**src/rtl/imem_pkg.sv**
```systemverilog
// Shared instruction-memory definitions: geometry constants and the loader state encoding.
package imem_pkg;

    localparam int IMEM_ADDR_W = 13;
    localparam int IMEM_DEPTH  = 8192;
    localparam int IMEM_DATA_W = 32;

    typedef enum logic [2:0] {
        IDLE,
        LOAD,
        WRITE,
        DONE,
        ERR
    } loader_state_t;

endpackage

```
**src/rtl/imem_byte_packer.sv**
```systemverilog
// Packs an MSB-first byte stream into 32-bit words; word_full flags the byte that completes a word.
module imem_byte_packer (
    input  logic        clk,
    input  logic        rst_n,
    input  logic        clear,
    input  logic        shift_en,
    input  logic [7:0]  byte_in,
    output logic [31:0] word,
    output logic        word_full
);

    logic [1:0] idx;

    always_ff @(posedge clk or negedge rst_n) begin
        if (!rst_n) begin
            idx  <= 2'd0;
            word <= 32'd0;
        end else if (clear) begin
            idx  <= 2'd0;
            word <= 32'd0;
        end else if (shift_en) begin
            idx  <= idx + 2'd1;
            word <= {word[23:0], byte_in};
        end
    end

    // Index wraps back to 0 naturally after the 4th byte.
    assign word_full = shift_en && (idx == 2'd3);

endmodule

```
**src/rtl/imem_loader.sv**
```systemverilog
// Byte-serial instruction memory loader: packs bytes into words, writes them from address 0, holds the CPU until done.
// Optional trailer-checksum verification is enabled by defining IMEM_LOADER_CHECKSUM_EN.
module imem_loader
    import imem_pkg::*;
#(
    parameter int ADDR_W = IMEM_ADDR_W,
    parameter int DEPTH  = IMEM_DEPTH,
    parameter int DATA_W = IMEM_DATA_W
) (
    input  logic              clk,
    input  logic              rst_n,
    input  logic              start,
    input  logic [7:0]        byte_in,
    input  logic              byte_valid,
    input  logic              byte_last,
    output logic              byte_ready,
    output logic              wr_en,
    output logic [ADDR_W-1:0] wr_addr,
    output logic [DATA_W-1:0] wr_data,
    output logic [ADDR_W:0]   word_count,
    output logic              busy,
    output logic              done,
    output logic              error,
    output logic              cpu_hold
`ifdef IMEM_LOADER_CHECKSUM_EN
    ,
    output logic [DATA_W-1:0] checksum_out
`endif
);

    localparam logic [ADDR_W:0] LAST_CNT = (ADDR_W + 1)'(DEPTH - 1);

    loader_state_t state, next_state;
    logic          clear;
    logic          shift_en;
    logic          word_full;
    logic          last_flag;
    logic          write_next;

    assign byte_ready = (state == LOAD);
    assign shift_en   = byte_ready && byte_valid;

    imem_byte_packer u_packer (
        .clk      (clk),
        .rst_n    (rst_n),
        .clear    (clear),
        .shift_en (shift_en),
        .byte_in  (byte_in),
        .word     (wr_data),
        .word_full(word_full)
    );

`ifdef IMEM_LOADER_CHECKSUM_EN
    logic [DATA_W-1:0] sum;
    logic [DATA_W-1:0] sum_check;

    assign sum_check    = sum + wr_data;
    assign checksum_out = sum;
`endif

    always_ff @(posedge clk or negedge rst_n) begin
        if (!rst_n) begin
            state <= IDLE;
        end else begin
            state <= next_state;
        end
    end

    always_comb begin
        next_state = state;
        clear      = 1'b0;
        case (state)
            IDLE: begin
                if (start) begin
                    next_state = LOAD;
                    clear      = 1'b1;
                end
            end
            LOAD: begin
                if (word_full) begin
                    next_state = WRITE;
                end else if (shift_en && byte_last) begin
                    next_state = ERR;
                end
            end
            WRITE: begin
`ifdef IMEM_LOADER_CHECKSUM_EN
                if (last_flag) begin
                    next_state = (sum_check == '0) ? DONE : ERR;
                end else if (word_count == LAST_CNT) begin
                    next_state = ERR;
                end else begin
                    next_state = LOAD;
                end
`else
                if (last_flag) begin
                    next_state = DONE;
                end else if (word_count == LAST_CNT) begin
                    next_state = ERR;
                end else begin
                    next_state = LOAD;
                end
`endif
            end
            DONE, ERR: begin
                if (start) begin
                    next_state = LOAD;
                    clear      = 1'b1;
                end
            end
            default: next_state = IDLE;
        endcase
    end

    // The trailer word passes through WRITE for the sum check but never strobes memory.
`ifdef IMEM_LOADER_CHECKSUM_EN
    assign write_next = (next_state == WRITE) && !byte_last;
`else
    assign write_next = (next_state == WRITE);
`endif

    always_ff @(posedge clk or negedge rst_n) begin
        if (!rst_n) begin
            wr_en      <= 1'b0;
            wr_addr    <= '0;
            word_count <= '0;
            busy       <= 1'b0;
            done       <= 1'b0;
            error      <= 1'b0;
            cpu_hold   <= 1'b1;
            last_flag  <= 1'b0;
        end else begin
            wr_en    <= write_next;
            busy     <= (next_state == LOAD) || (next_state == WRITE);
            done     <= (next_state == DONE);
            error    <= (next_state == ERR);
            cpu_hold <= (next_state != DONE);
            if (next_state == WRITE) begin
                wr_addr <= word_count[ADDR_W-1:0];
            end
            if (word_full) begin
                last_flag <= byte_last;
            end
            if (clear) begin
                word_count <= '0;
                last_flag  <= 1'b0;
            end else if (wr_en) begin
                word_count <= word_count + 1'b1;
            end
        end
    end

`ifdef IMEM_LOADER_CHECKSUM_EN
    always_ff @(posedge clk or negedge rst_n) begin
        if (!rst_n) begin
            sum <= '0;
        end else if (clear) begin
            sum <= '0;
        end else if (wr_en) begin
            sum <= sum_check;
        end
    end
`endif

endmodule

```
**config.mk**
```make
export PLATFORM = sky130hd
export DESIGN_NAME = imem_loader
export DESIGN_NICKNAME = d
export VERILOG_FILES = /design/src/rtl/imem_pkg.sv /design/src/rtl/imem_byte_packer.sv /design/src/rtl/imem_loader.sv
export SDC_FILE = /design/constraint.sdc
export NUM_CORES = 1
export LEC_CHECK = 0
export ABC_AREA = 1
export BUFFER_PORTS_ARGS = -buffer_cell sky130_fd_sc_hd__buf_2
export CORE_ASPECT_RATIO = 1.4
export CORE_MARGIN = 4
export CORE_UTILIZATION = 55
export DETAILED_ROUTE_END_ITERATION = 6
export PLACE_DENSITY = 0.83
export SLEW_MARGIN = 20
export SYNTH_ARGS = -nofsm -noshare
export SYNTH_HDL_FRONTEND = slang
export SYNTH_SLANG_ARGS = --single-unit
```
**constraint.sdc**
```tcl
create_clock -name clk -period 1.9 [get_ports clk]
set_input_delay 0.285 -clock clk [delete_from_list [all_inputs] [get_ports clk]]
set_output_delay 0.285 -clock clk [all_outputs]
set_load 0.005 [all_outputs]
```
==> key figures <==
Outcome
  • Outcome: finished, final reports clean

Clocking
  • Clock slew at reported path FFs: 0.07 ns
  • CTS Buf Count: 9
  • CTS sink cnt: 70
  • CTS max path bufs: 2
  • Root Buffer: clkbuf_8
  • Setup Buffers After CTS: 0
  • Worst-skew pair later-pin latency: 0.34 ns
  • H-tree depth: 3
  • Resized Gates After CTS: 0
  • CTS tree: built

STA
  • Min Tclk post-route: 1.58 ns
  • Sum Neg Setup Slack: 0 ns
  • Endpoints failing setup: 0
  • Unrepaired setup endpoints after global routing: no
  • Max-slew headroom: 63.0%
  • Setup ws final: 0.324 ns
  • Highest clock rate: 0.635 GHz
  • Worst-margin pin slew: 0.555 ns
  • Hold Fails Final Rpt: 0
  • Clk_skew: 0.00568 ns
  • Final period utilization: 82.9%
  • Final Max Slew Viols: 0

Power and ir drop
  • Sequential power share: 44.0%
  • Worst vdd ir: 941 µV
  • Switch share: 32.7%
  • Switching Power: 1.56 mW
  • Part of the power in combinational logic: 28.9%
  • Pleak: 1.91 nW
  • Pwr dens: 1320 nW/µm²
  • Clock power frac: 27.1%
  • Int Pwr: 3.21 mW

Layout
  • Ant diodes: 0
  • Nets: 416
  • Layout cells sized above 1: 27.3%
  • Layout area overhead: 23.4%
  • Filler cells: 386
  • Finished Layout Cells: 472

Critical path
  • Setup crit end kind: flip-flop
  • Worst setup path category: flip-flop to flip-flop
  • FF-to-FF path depth: 7
  • Max FO, Critical Path: 25
  • CP required: 2.11 ns
  • Startpoint types: flip-flop
  • Worst EP arrival: 1.79 ns

Detailed routing
  • Initial drt markers: 173
  • DRC Markers: 0
  • Via/cell ratio: 5.20
  • Post-DR wirelength/cell: 13.5 µm
  • Vias: 2454
  • Drt pass-1 iters: 4
  • Post-DRT Antenna Nets: 0
  • Final WL: 6.38 mm

Placement
  • Post-Place Setup Slack: 0.325 ns
  • IO buf count: 77
  • Global placer's final weighted congestion: 0.858
  • Detailed Place HPWL: 4.63 mm
  • Placed insts: 455

Hold path
  • Worst hold path depth: 3
  • Worst Hold Class: primary input to flip-flop

Yosys
  • Synth cell types: 22
  • Synth Instances: 318
  • Synthesis warning total: 0
  • Top FF cell, synth: dfrtp_1
  • Syn avg cell area: 9.20 µm²
  • Synth Net Count: 333
  • Post-synthesis sequential area ratio: 59.9%
  • Synth Register Bits: 70
  • Post-synth ARST share: 100%
  • Syn Std Cell Area: 2930 µm²
  • EDFF count, synth: 0

Flow run
  • MaxCap Viol Count: 0

Global route
  • Largest net degree at the start of global routing: 34
  • Initial antenna violation count: 0
  • Number of global-route vias before repair: 2530
  • Tot GR Track Use: 21.8%
  • Global-route wire length before repair: 11.2 mm
  • Total gr overflow: 0

Floorplanning
  • # IOs: 78
  • Initial Utilization: 56.7%
  • Core area: 5160 µm²
  • Die ar.: 6570 µm²
  • Site Rows: 31
  • Die W: 69.6 µm
  • Die H: 94.3 µm
## layer usage
metal / vias to the layer above / track usage, % / part of all wire (%)
li1: 1184 / - / -
met1: 1172 / 25.7 / 40
met2: 82 / 36.9 / 51
met3: 16 / 6.64 / 7.0
met4: 0 / 9.42 / 2.5
met5: - / 0 / 0
## power by group through the flow
stage	sequential (mW)	combinational (mW)	clock, mW
after floorplan	2.13	0.796	0
after global placement	2.10	1.34	0
after detailed placement	2.11	1.39	0
after CTS	2.10	1.40	1.32
after global routing	2.15	1.59	1.38
final	2.10	1.38	1.29
## logic make-up (layout without fill, tap and decap cells)
logic type      count (synthesis)  count (layout)  share of synthesized area, %
buf+inv                        67             155                          9.79
flops                          70              70                          59.9
fa+ha+maj                       2               2                         0.855
compound gates                 66              66                          12.7
simple gates                  113             113                          16.7
## path summary, 6_finish.rpt
path	startpoint	end	slack [ns]
worst max-delay path	state[2]	u_packer.word[3]	0.32
worst min-delay path	byte_in[2]	u_packer.word[2]	0.15
worst max register to register	state[2]	u_packer.word[3]	0.32
worst min register to register	wr_addr[3]	wr_addr[3]	0.48
max in group asynchronous	rst_n	cpu_hold	0.84
min in group asynchronous	rst_n	wr_addr[9]	0.46
## timing repair
action                                 in CTS  in global routing
endpoints found under the hold margin      21                  0
setup endpoints to repair                   0                  0
hold buffers                                1                  0
## layout by cell type (no fill, tap or decap), types with 2 or more instances in the layout
cell,n
a21oi_1,11
buf_12,2
buf_2,77
buf_4,4
bufinv_16,2
clkbuf_1,2
clkbuf_8,10
clkinv_2,2
dfrtp_1,69
ha_1,2
inv_1,53
inv_2,2
nand2_1,61
nand2_2,2
nand3_1,18
nand3_2,2
nor2_1,22
nor2_4,2
nor3_1,5
o21ai_0,15
o21ai_1,17
o21ai_2,5
o22ai_1,17
## worst max-delay path, stage by stage (launching register included)
cell and delay [ns]:
dfrtp_1 0.36, inv_1 0.12, nand3_2 0.14, nor2_4 0.10, buf_4 0.19, inv_2 0.06
nand2_2 0.33, o21ai_0 0.14
## layout make-up
cell class / count / area, µm² / share of cell area, %
Sequential cell: 70 / 1750 / 48.6
Tap cell: 66 / 82.6 / 2.29
Timing Repair Buffer: 84 / 465 / 12.9
Clock buffer: 12 / 145 / 4.02
Inverter: 55 / 206 / 5.72
Multi-Input combinational cell: 181 / 886 / 24.5
Clock inverter: 4 / 70.1 / 1.94
## per-stage QoR
stage	hold WS (ns)	total power, mW	utilization, %	area [µm²]
2_1_floorplan	-0.0106	2.93	-	2930
3_3_place_gp	0.291	3.44	65.6	3380
3_5_place_dp	0.301	3.51	65.6	3380
4_1_cts	0.137	4.82	69.9	3610
5_1_grt	0.147	5.12	69.9	3610
6_report	0.150	4.77	69.9	3610
## registers in the layout, summed over array words and instances (netlist names)
signal / cells
busy: 1
word_count: 14
u_packer.word: 32
error: 1
last_flag: 1
wr_en: 1
state: 3
wr_addr: 13
u_packer.idx: 2
done: 1
cpu_hold: 1
## Yosys cell counts (2+ instances only)
library cell	n	share of area (%)
nor2_4	2	0.77
o21ai_2	5	1.5
ha_1	2	0.86
nand3_2	2	0.68
a21oi_1	11	1.9
buf_6	2	0.77
buf_4	3	0.77
o21ai_0	15	2.6
nor3_1	5	0.86
inv_1	53	6.8
nand2_1	61	7.8
inv_2	2	0.26
dfrtp_1	69	59
nand3_1	18	3.1
o21ai_1	17	2.9
nor2_1	22	2.8
o22ai_1	17	3.6
nand2_2	2	0.43
buf_2	7	1.2
Power figures use the tool's default switching activity.
